`src/rtl/umi_printer_if.sv`:
```
// UMI request-port bundle for umi_printer.
// The printer drives the host request channel and receives the unused device request channel.
interface umi_printer_if #(
   parameter int CMD_WIDTH  = 32,
   parameter int ADDR_WIDTH = 64,
   parameter int DATA_WIDTH = 128
);
   logic                  uhost_req_valid;
   logic [CMD_WIDTH-1:0]  uhost_req_cmd;
   logic [ADDR_WIDTH-1:0] uhost_req_dstaddr;
   logic [ADDR_WIDTH-1:0] uhost_req_srcaddr;
   logic [DATA_WIDTH-1:0] uhost_req_data;
   logic                  uhost_req_ready;

   logic                  udev_req_valid;
   logic [CMD_WIDTH-1:0]  udev_req_cmd;
   logic [ADDR_WIDTH-1:0] udev_req_dstaddr;
   logic [ADDR_WIDTH-1:0] udev_req_srcaddr;
   logic [DATA_WIDTH-1:0] udev_req_data;
   logic                  udev_req_ready;

   modport master (
      output uhost_req_valid, uhost_req_cmd, uhost_req_dstaddr, uhost_req_srcaddr, uhost_req_data,
      input  uhost_req_ready,
      input  udev_req_valid, udev_req_cmd, udev_req_dstaddr, udev_req_srcaddr, udev_req_data,
      output udev_req_ready
   );

   modport slave (
      input  uhost_req_valid, uhost_req_cmd, uhost_req_dstaddr, uhost_req_srcaddr, uhost_req_data,
      output uhost_req_ready,
      output udev_req_valid, udev_req_cmd, udev_req_dstaddr, udev_req_srcaddr, udev_req_data,
      input  udev_req_ready
   );
endinterface

```
`src/rtl/umi_printer.sv`:
```
// UMI host-side message source: streams a constant ASCII message to PUTC_ADDR as posted
// writes, packing several characters per request, with repeat, inter-pass gap and start/busy/done.
module umi_printer #(
   parameter int                     CMD_WIDTH     = 32,
   parameter int                     ADDR_WIDTH    = 64,
   parameter int                     DATA_WIDTH    = 128,
   parameter int                     MSG_LEN       = 13,
   parameter logic [8*MSG_LEN-1:0]   MESSAGE       = "Hello World!\n",
   parameter int                     BYTES_PER_REQ = 1,
   parameter logic [ADDR_WIDTH-1:0]  PUTC_ADDR     = 'h1000000,
   parameter int                     REPEAT        = 1,
   parameter int                     GAP_CYCLES    = 0,
   parameter bit                     AUTOSTART     = 1
) (
   input  logic          clk,
   input  logic          reset,
   input  logic          start,
   output logic          busy,
   output logic          done,
   umi_printer_if.master umi
);
   localparam int NCHUNK = (MSG_LEN + BYTES_PER_REQ - 1) / BYTES_PER_REQ;
   localparam int IDX_W  = (NCHUNK > 1) ? $clog2(NCHUNK) : 1;
   localparam int NSLOT  = 1 << IDX_W;
   localparam logic [IDX_W-1:0] LAST_CHUNK = IDX_W'(NCHUNK - 1);

   typedef enum logic [1:0] {IDLE, SEND, GAP} state_t;

   // Chunk k payload: character k*B+b lands in byte b; slots past the message stay zero.
   function automatic logic [DATA_WIDTH-1:0] pack_chunk(input int k);
      logic [DATA_WIDTH-1:0] d;
      int                    i;
      d = '0;
      for (int b = 0; b < BYTES_PER_REQ; b++) begin
         i = k * BYTES_PER_REQ + b;
         if (i < MSG_LEN) d[8*b +: 8] = MESSAGE[8*(MSG_LEN-1-i) +: 8];
      end
      return d;
   endfunction

   function automatic logic [CMD_WIDTH-1:0] pack_cmd(input int k);
      logic [CMD_WIDTH-1:0] c;
      int                   nb;
      c  = '0;
      nb = MSG_LEN - k * BYTES_PER_REQ;
      if (nb > BYTES_PER_REQ) nb = BYTES_PER_REQ;
      if (nb > 0) begin
         c[7:0]  = 8'h05;
         c[15:8] = 8'(nb - 1);
      end
      return c;
   endfunction

   logic [DATA_WIDTH-1:0] chunk_data [NSLOT];
   logic [CMD_WIDTH-1:0]  chunk_cmd  [NSLOT];

   genvar gi;
   generate
      for (gi = 0; gi < NSLOT; gi++) begin : g_rom
         assign chunk_data[gi] = pack_chunk(gi);
         assign chunk_cmd[gi]  = pack_cmd(gi);
      end
   endgenerate

   state_t                state_reg;
   logic [IDX_W-1:0]      chunk_reg;
   logic [31:0]           pass_reg;
   logic [15:0]           gap_reg;
   logic                  valid_reg;
   logic                  busy_reg;
   logic                  done_reg;
   logic                  auto_reg;
   logic [CMD_WIDTH-1:0]  cmd_reg;
   logic [DATA_WIDTH-1:0] data_reg;
   logic [ADDR_WIDTH-1:0] dst_reg;

   logic [IDX_W-1:0] chunk_next;
   logic [31:0]      pass_next;
   logic             last_pass;

   assign chunk_next = chunk_reg + 1'b1;
   assign pass_next  = pass_reg + 32'd1;
   assign last_pass  = (REPEAT != 0) && (pass_next == 32'(REPEAT));

   always_ff @(posedge clk) begin
      if (reset) begin
         state_reg <= IDLE;
         chunk_reg <= '0;
         pass_reg  <= '0;
         gap_reg   <= '0;
         valid_reg <= 1'b0;
         busy_reg  <= 1'b0;
         done_reg  <= 1'b0;
         auto_reg  <= AUTOSTART;
         cmd_reg   <= '0;
         data_reg  <= '0;
         dst_reg   <= '0;
      end else begin
         done_reg <= 1'b0;
         case (state_reg)
            IDLE: begin
               // The done cycle is still spent in IDLE, so a start landing on it is dropped.
               if ((auto_reg || start) && !done_reg) begin
                  auto_reg  <= 1'b0;
                  state_reg <= SEND;
                  valid_reg <= 1'b1;
                  busy_reg  <= 1'b1;
                  chunk_reg <= '0;
                  pass_reg  <= '0;
                  cmd_reg   <= chunk_cmd[0];
                  data_reg  <= chunk_data[0];
                  dst_reg   <= PUTC_ADDR;
               end
            end
            SEND: begin
               if (umi.uhost_req_ready) begin
                  if (chunk_reg != LAST_CHUNK) begin
                     chunk_reg <= chunk_next;
                     cmd_reg   <= chunk_cmd[chunk_next];
                     data_reg  <= chunk_data[chunk_next];
                  end else begin
                     chunk_reg <= '0;
                     if (REPEAT != 0 && pass_reg != '1) pass_reg <= pass_next;
                     if (last_pass) begin
                        state_reg <= IDLE;
                        valid_reg <= 1'b0;
                        busy_reg  <= 1'b0;
                        done_reg  <= 1'b1;
                     end else if (GAP_CYCLES == 0) begin
                        cmd_reg  <= chunk_cmd[0];
                        data_reg <= chunk_data[0];
                     end else begin
                        state_reg <= GAP;
                        valid_reg <= 1'b0;
                        gap_reg   <= 16'(GAP_CYCLES - 1);
                     end
                  end
               end
            end
            GAP: begin
               if (gap_reg == '0) begin
                  state_reg <= SEND;
                  valid_reg <= 1'b1;
                  cmd_reg   <= chunk_cmd[0];
                  data_reg  <= chunk_data[0];
               end else begin
                  gap_reg <= gap_reg - 1'b1;
               end
            end
            default: state_reg <= IDLE;
         endcase
      end
   end

   // Device port is a stub: its inputs are folded into a term that is masked to zero.
   logic udev_sink;
   assign udev_sink = umi.udev_req_valid ^ (^umi.udev_req_cmd) ^ (^umi.udev_req_dstaddr)
                    ^ (^umi.udev_req_srcaddr) ^ (^umi.udev_req_data);
   assign umi.udev_req_ready = udev_sink & 1'b0;

   assign umi.uhost_req_valid   = valid_reg;
   assign umi.uhost_req_cmd     = cmd_reg;
   assign umi.uhost_req_dstaddr = dst_reg;
   assign umi.uhost_req_srcaddr = '0;
   assign umi.uhost_req_data    = data_reg;
   assign busy                  = busy_reg;
   assign done                  = done_reg;
endmodule

```
`src/flat_wrapper.sv`:
```
// flat-port wrapper written by rule: the top's interface ports become plain ports
module umi_printer_flat 
#(
   parameter int                     CMD_WIDTH     = 32,
   parameter int                     ADDR_WIDTH    = 64,
   parameter int                     DATA_WIDTH    = 128,
   parameter int                     MSG_LEN       = 13,
   parameter logic [8*MSG_LEN-1:0]   MESSAGE       = "              ",
   parameter int                     BYTES_PER_REQ = 1,
   parameter logic [ADDR_WIDTH-1:0]  PUTC_ADDR     = 'h1000000,
   parameter int                     REPEAT        = 1,
   parameter int                     GAP_CYCLES    = 0,
   parameter bit                     AUTOSTART     = 1
)
  (clk, reset, start, busy, done, umi_uhost_req_valid, umi_uhost_req_cmd, umi_uhost_req_dstaddr, umi_uhost_req_srcaddr, umi_uhost_req_data, umi_uhost_req_ready, umi_udev_req_valid, umi_udev_req_cmd, umi_udev_req_dstaddr, umi_udev_req_srcaddr, umi_udev_req_data, umi_udev_req_ready);
  umi_printer_if #(.CMD_WIDTH(CMD_WIDTH), .ADDR_WIDTH(ADDR_WIDTH), .DATA_WIDTH(DATA_WIDTH)) umi_i ();
  input  logic clk;
  input  logic reset;
  input  logic start;
  output logic busy;
  output logic done;
  output wire logic [$bits(umi_i.uhost_req_valid)-1:0] umi_uhost_req_valid;
  output wire logic [$bits(umi_i.uhost_req_cmd)-1:0] umi_uhost_req_cmd;
  output wire logic [$bits(umi_i.uhost_req_dstaddr)-1:0] umi_uhost_req_dstaddr;
  output wire logic [$bits(umi_i.uhost_req_srcaddr)-1:0] umi_uhost_req_srcaddr;
  output wire logic [$bits(umi_i.uhost_req_data)-1:0] umi_uhost_req_data;
  input wire logic [$bits(umi_i.uhost_req_ready)-1:0] umi_uhost_req_ready;
  input wire logic [$bits(umi_i.udev_req_valid)-1:0] umi_udev_req_valid;
  input wire logic [$bits(umi_i.udev_req_cmd)-1:0] umi_udev_req_cmd;
  input wire logic [$bits(umi_i.udev_req_dstaddr)-1:0] umi_udev_req_dstaddr;
  input wire logic [$bits(umi_i.udev_req_srcaddr)-1:0] umi_udev_req_srcaddr;
  input wire logic [$bits(umi_i.udev_req_data)-1:0] umi_udev_req_data;
  output wire logic [$bits(umi_i.udev_req_ready)-1:0] umi_udev_req_ready;
  assign umi_uhost_req_valid = umi_i.uhost_req_valid;
  assign umi_uhost_req_cmd = umi_i.uhost_req_cmd;
  assign umi_uhost_req_dstaddr = umi_i.uhost_req_dstaddr;
  assign umi_uhost_req_srcaddr = umi_i.uhost_req_srcaddr;
  assign umi_uhost_req_data = umi_i.uhost_req_data;
  assign umi_i.uhost_req_ready = umi_uhost_req_ready;
  assign umi_i.udev_req_valid = umi_udev_req_valid;
  assign umi_i.udev_req_cmd = umi_udev_req_cmd;
  assign umi_i.udev_req_dstaddr = umi_udev_req_dstaddr;
  assign umi_i.udev_req_srcaddr = umi_udev_req_srcaddr;
  assign umi_i.udev_req_data = umi_udev_req_data;
  assign umi_udev_req_ready = umi_i.udev_req_ready;
  umi_printer #(.CMD_WIDTH(CMD_WIDTH), .ADDR_WIDTH(ADDR_WIDTH), .DATA_WIDTH(DATA_WIDTH), .MSG_LEN(MSG_LEN), .MESSAGE(MESSAGE), .BYTES_PER_REQ(BYTES_PER_REQ), .PUTC_ADDR(PUTC_ADDR), .REPEAT(REPEAT), .GAP_CYCLES(GAP_CYCLES), .AUTOSTART(AUTOSTART)) u_core (.clk(clk), .reset(reset), .start(start), .busy(busy), .done(done), .umi(umi_i));
endmodule
```
`config.mk`:
```
export PLATFORM = sky130hd
export DESIGN_NAME = umi_printer_flat
export DESIGN_NICKNAME = d
export VERILOG_FILES = /design/src/rtl/umi_printer_if.sv /design/src/rtl/umi_printer.sv /design/src/flat_wrapper.sv
export SDC_FILE = /design/constraint.sdc
export NUM_CORES = 1
export LEC_CHECK = 0
export CORE_AREA = 3 3 224 226
export CTS_CLUSTER_DIAMETER = 120
export CTS_CLUSTER_SIZE = 10
export DETAILED_ROUTE_END_ITERATION = 8
export DIE_AREA = 0 0 227 229
export PLACE_DENSITY_LB_ADDON = 0.12
export SKIP_LAST_GASP = 1
export SLEW_MARGIN = 10
export SYNTH_ARGS = -nofsm -noshare
export SYNTH_HDL_FRONTEND = slang
export SYNTH_SLANG_ARGS = --single-unit
```
`constraint.sdc`:
```
create_clock -name clk -period 2.6 [get_ports clk]
set_input_delay 0.78 -clock clk [delete_from_list [all_inputs] [get_ports clk]]
set_output_delay 0.78 -clock clk [all_outputs]
set_load 0.005 [all_outputs]
```
==> metrics.txt <==
RD Place Congestion 0.661; Synth Register Bits 41; PwrDens 280 nW/µm²; Max Root-Sink Buffers 2; first-pass GRT wire length 19.1 mm; vias in the first global route 3299; worst min-delay path startpoint u_core.auto_reg$_SDFFE_PP1P_; Max Cap Viol 0; Worst EP required 2780 ps; critical path class reg -> reg; slowest CP cell or4_4; Ant. Diodes 0; worst hold-check path type reg -> reg; Final Critical Period 2590 ps; synthesized area 4980 µm²; IO Port Bufs 10; Synth Instances 661; final slew viol count 0; Die Width 227 µm; die area 52000 µm²; CP startpoint kind flip-flop; WP data arrival 2770 ps; starting density of the core 10.3%; ANT nets after route 0; largest net degree at the start of global routing 42; CTS tree built; final worst slack 9.36 ps; VDD IR-drop max 190 µV; gr usage total 4.67%; worst-path cell chain nand4_1, or4_4, nor3_4, xnor2_2, nand4_1, or4_4, a21oi_2, nor3_1; Post-synth top flop dfxtp_1; R2R depth 8; worst slack, placed -215 ps; EDFF count, synth 0; total grt overflow 0; Fin Clk Skew 9.67 ps; Worst-Skew Late Latency 300 ps; drt wl/cell 9.69 µm; combinational share of power 13.8%; reg2reg start u_core.pass_reg[1]$_SDFFE_PP0P_; final number of setup-violating endpoints 0; DR pass1 iterations 4; initial antenna violation count 0; post-synthesis sequential area ratio 16.5%; CP max stage delay 640 ps; Core Area 48500 µm²; count of final hold-check violations 0; DP HPWL 9.96 mm; Unique masters post-synth 51; vias 3861; CTS Root Buffer Type clkbuf_16; share of cells above drive strength 1 21.0%; FP Rows 81; Synth-to-Final Area Change 18.1%; final WL 13.4 mm; async set or reset register ratio after synthesis 0%; Die H 229 µm; Flop pwr share 38.6%; Setup crit start u_core.pass_reg[1]$_SDFFE_PP0P_; Largest register FFs 32; nets@finish 1060; Hold Path Stages 2; CTS sink count 41; Yosys warnings 0; crit end category flip-flop; Int Pwr 1.17 mW; switching part of the total 28.8%; most common cell after layout, fill and taps aside conb_1; total CTS buffers 5; CTS H-tree depth 2; worst hold slack 468 ps; Peak Freq 0.386 GHz; most frequent cells in the layout conb_1 (285), buf_4 (105), a21oi_1 (48); # IOs 585; CP max FO 4; Avg Cell Area, Syn 7.53 µm²; unrepaired setup endpoints after global routing yes; Iter 0 DRT Violations 148; clock-pin slew on the worst setup and hold paths 70 ps; Final period util 99.6%; DRC violations left 0; vias per cell 2.79; P_leak 2.65 nW; sw power 475 µW; Clk pwr share 47.6%; status finished clean
==> path summary, 6_finish.rpt <==
check,end,slack (ps)
setup reg to reg,u_core.umi.uhost_req_cmd[0]$_SDFFE_PP0P_,9
hold reg to reg,u_core.auto_reg$_SDFFE_PP1P_,470
setup / recovery,u_core.umi.uhost_req_cmd[0]$_SDFFE_PP0P_,9
hold / removal,u_core.auto_reg$_SDFFE_PP1P_,470
==> cell type report <==
type                            instances  area [µm²]
Timing Repair Buffer                  124        1040
Multi-Input combinational cell        583        3030
Clock inverter                          1        30.0
Tap cell                              622         778
Sequential cell                        41         835
Inverter                                7        26.3
Fill cell                            5559       42700
Clock buffer                            7         143
==> power groups by stage <==
stage / Sequential [mW] / Combinational [mW] / Clock, mW
floorplan: 0.653 / 0.458 / 0
global placement: 0.653 / 0.218 / 0
detailed placement: 0.653 / 0.217 / 0
CTS: 0.638 / 0.217 / 0.844
global route: 0.637 / 0.269 / 0.857
finish: 0.636 / 0.228 / 0.786
==> worst max-delay path: cells and delay by family (launching register included) <==
| kind | cells | cell delay (ps) |
|---|---|---|
| flops | 1 | 380 |
| simple gates | 6 | 1780 |
| xor+xnor | 1 | 140 |
| compound gates | 1 | 160 |
==> per-stage QoR <==
stage               power [mW]  setup TNS (ps)  utilization [%]  cells  instance area, µm²
floorplan                 1.11               0                -    945                6050
global placement         0.871           -4670             11.3   1366                5490
detailed placement       0.870           -4740             11.3   1366                5490
CTS                       1.70               0             11.8   1377                5740
global route              1.76            -159             12.1   1385                5880
finish                    1.65               0             12.1   1385                5880
==> routing by layer <==
layer  track usage [%]  vias up  part of all wire [%]  wire (µm)
met1              6.06     1769                    44       5900
met3             0.564        7                   7.9       1060
met2              8.13      221                    47       6310
li1                  -     1864                     -          -
met4              1.24        0                   1.1        145
met5                 0        -                     0          0
==> kinds of logic after synthesis <==
| logic type | count (synthesis) | synth area share, % |
|---|---|---|
| AND/OR/NAND/NOR | 175 | 21.0 |
| multiplexers | 1 | 0.201 |
| other | 1 | 0.0753 |
| AO/OA/AOI/OAI | 102 | 12.0 |
| XOR/XNOR | 15 | 2.64 |
| buffers and inverters | 321 | 46.3 |
| flip-flops | 41 | 16.5 |
| adder cells (fa/ha/maj) | 5 | 1.26 |
==> cells in the mapped netlist, types with 3 or more instances <==
library cell  number  area (µm²)
clkbuf_2           3        15.0
a21o_1             8        60.1
nand3_1           18        90.1
nand4b_1           5        43.8
dfxtp_1           41         821
xnor2_1            5        43.8
ha_1               5        62.6
nand4_1           16         100
and3_1            11        68.8
clkbuf_1          12        45.0
and4_1             6        52.6
and2_1             4        25.0
buf_2             10        50.1
o21ai_0           25         125
nor4_1             7        43.8
or4_1              4        30.0
inv_1              7        26.3
nor3_1             8        40.0
a211oi_1           4        30.0
nand3b_1           7        52.6
nand2b_1           7        43.8
nor2_1            41         154
buf_4            289        2170
or3_1             10        62.6
xor2_1            10        87.6
a21oi_1           49         245
nand2_1           18        67.6
==> timing repair <==
action | CTS | global route
gates cloned | 0 | 2
pin swaps | 12 | 13
setup endpoints to repair | 2 | 25
hold buffers | 0 | 0
gates resized for setup | 15 | 18
setup buffers | 3 | 6
(Power assumes the default switching activity.)
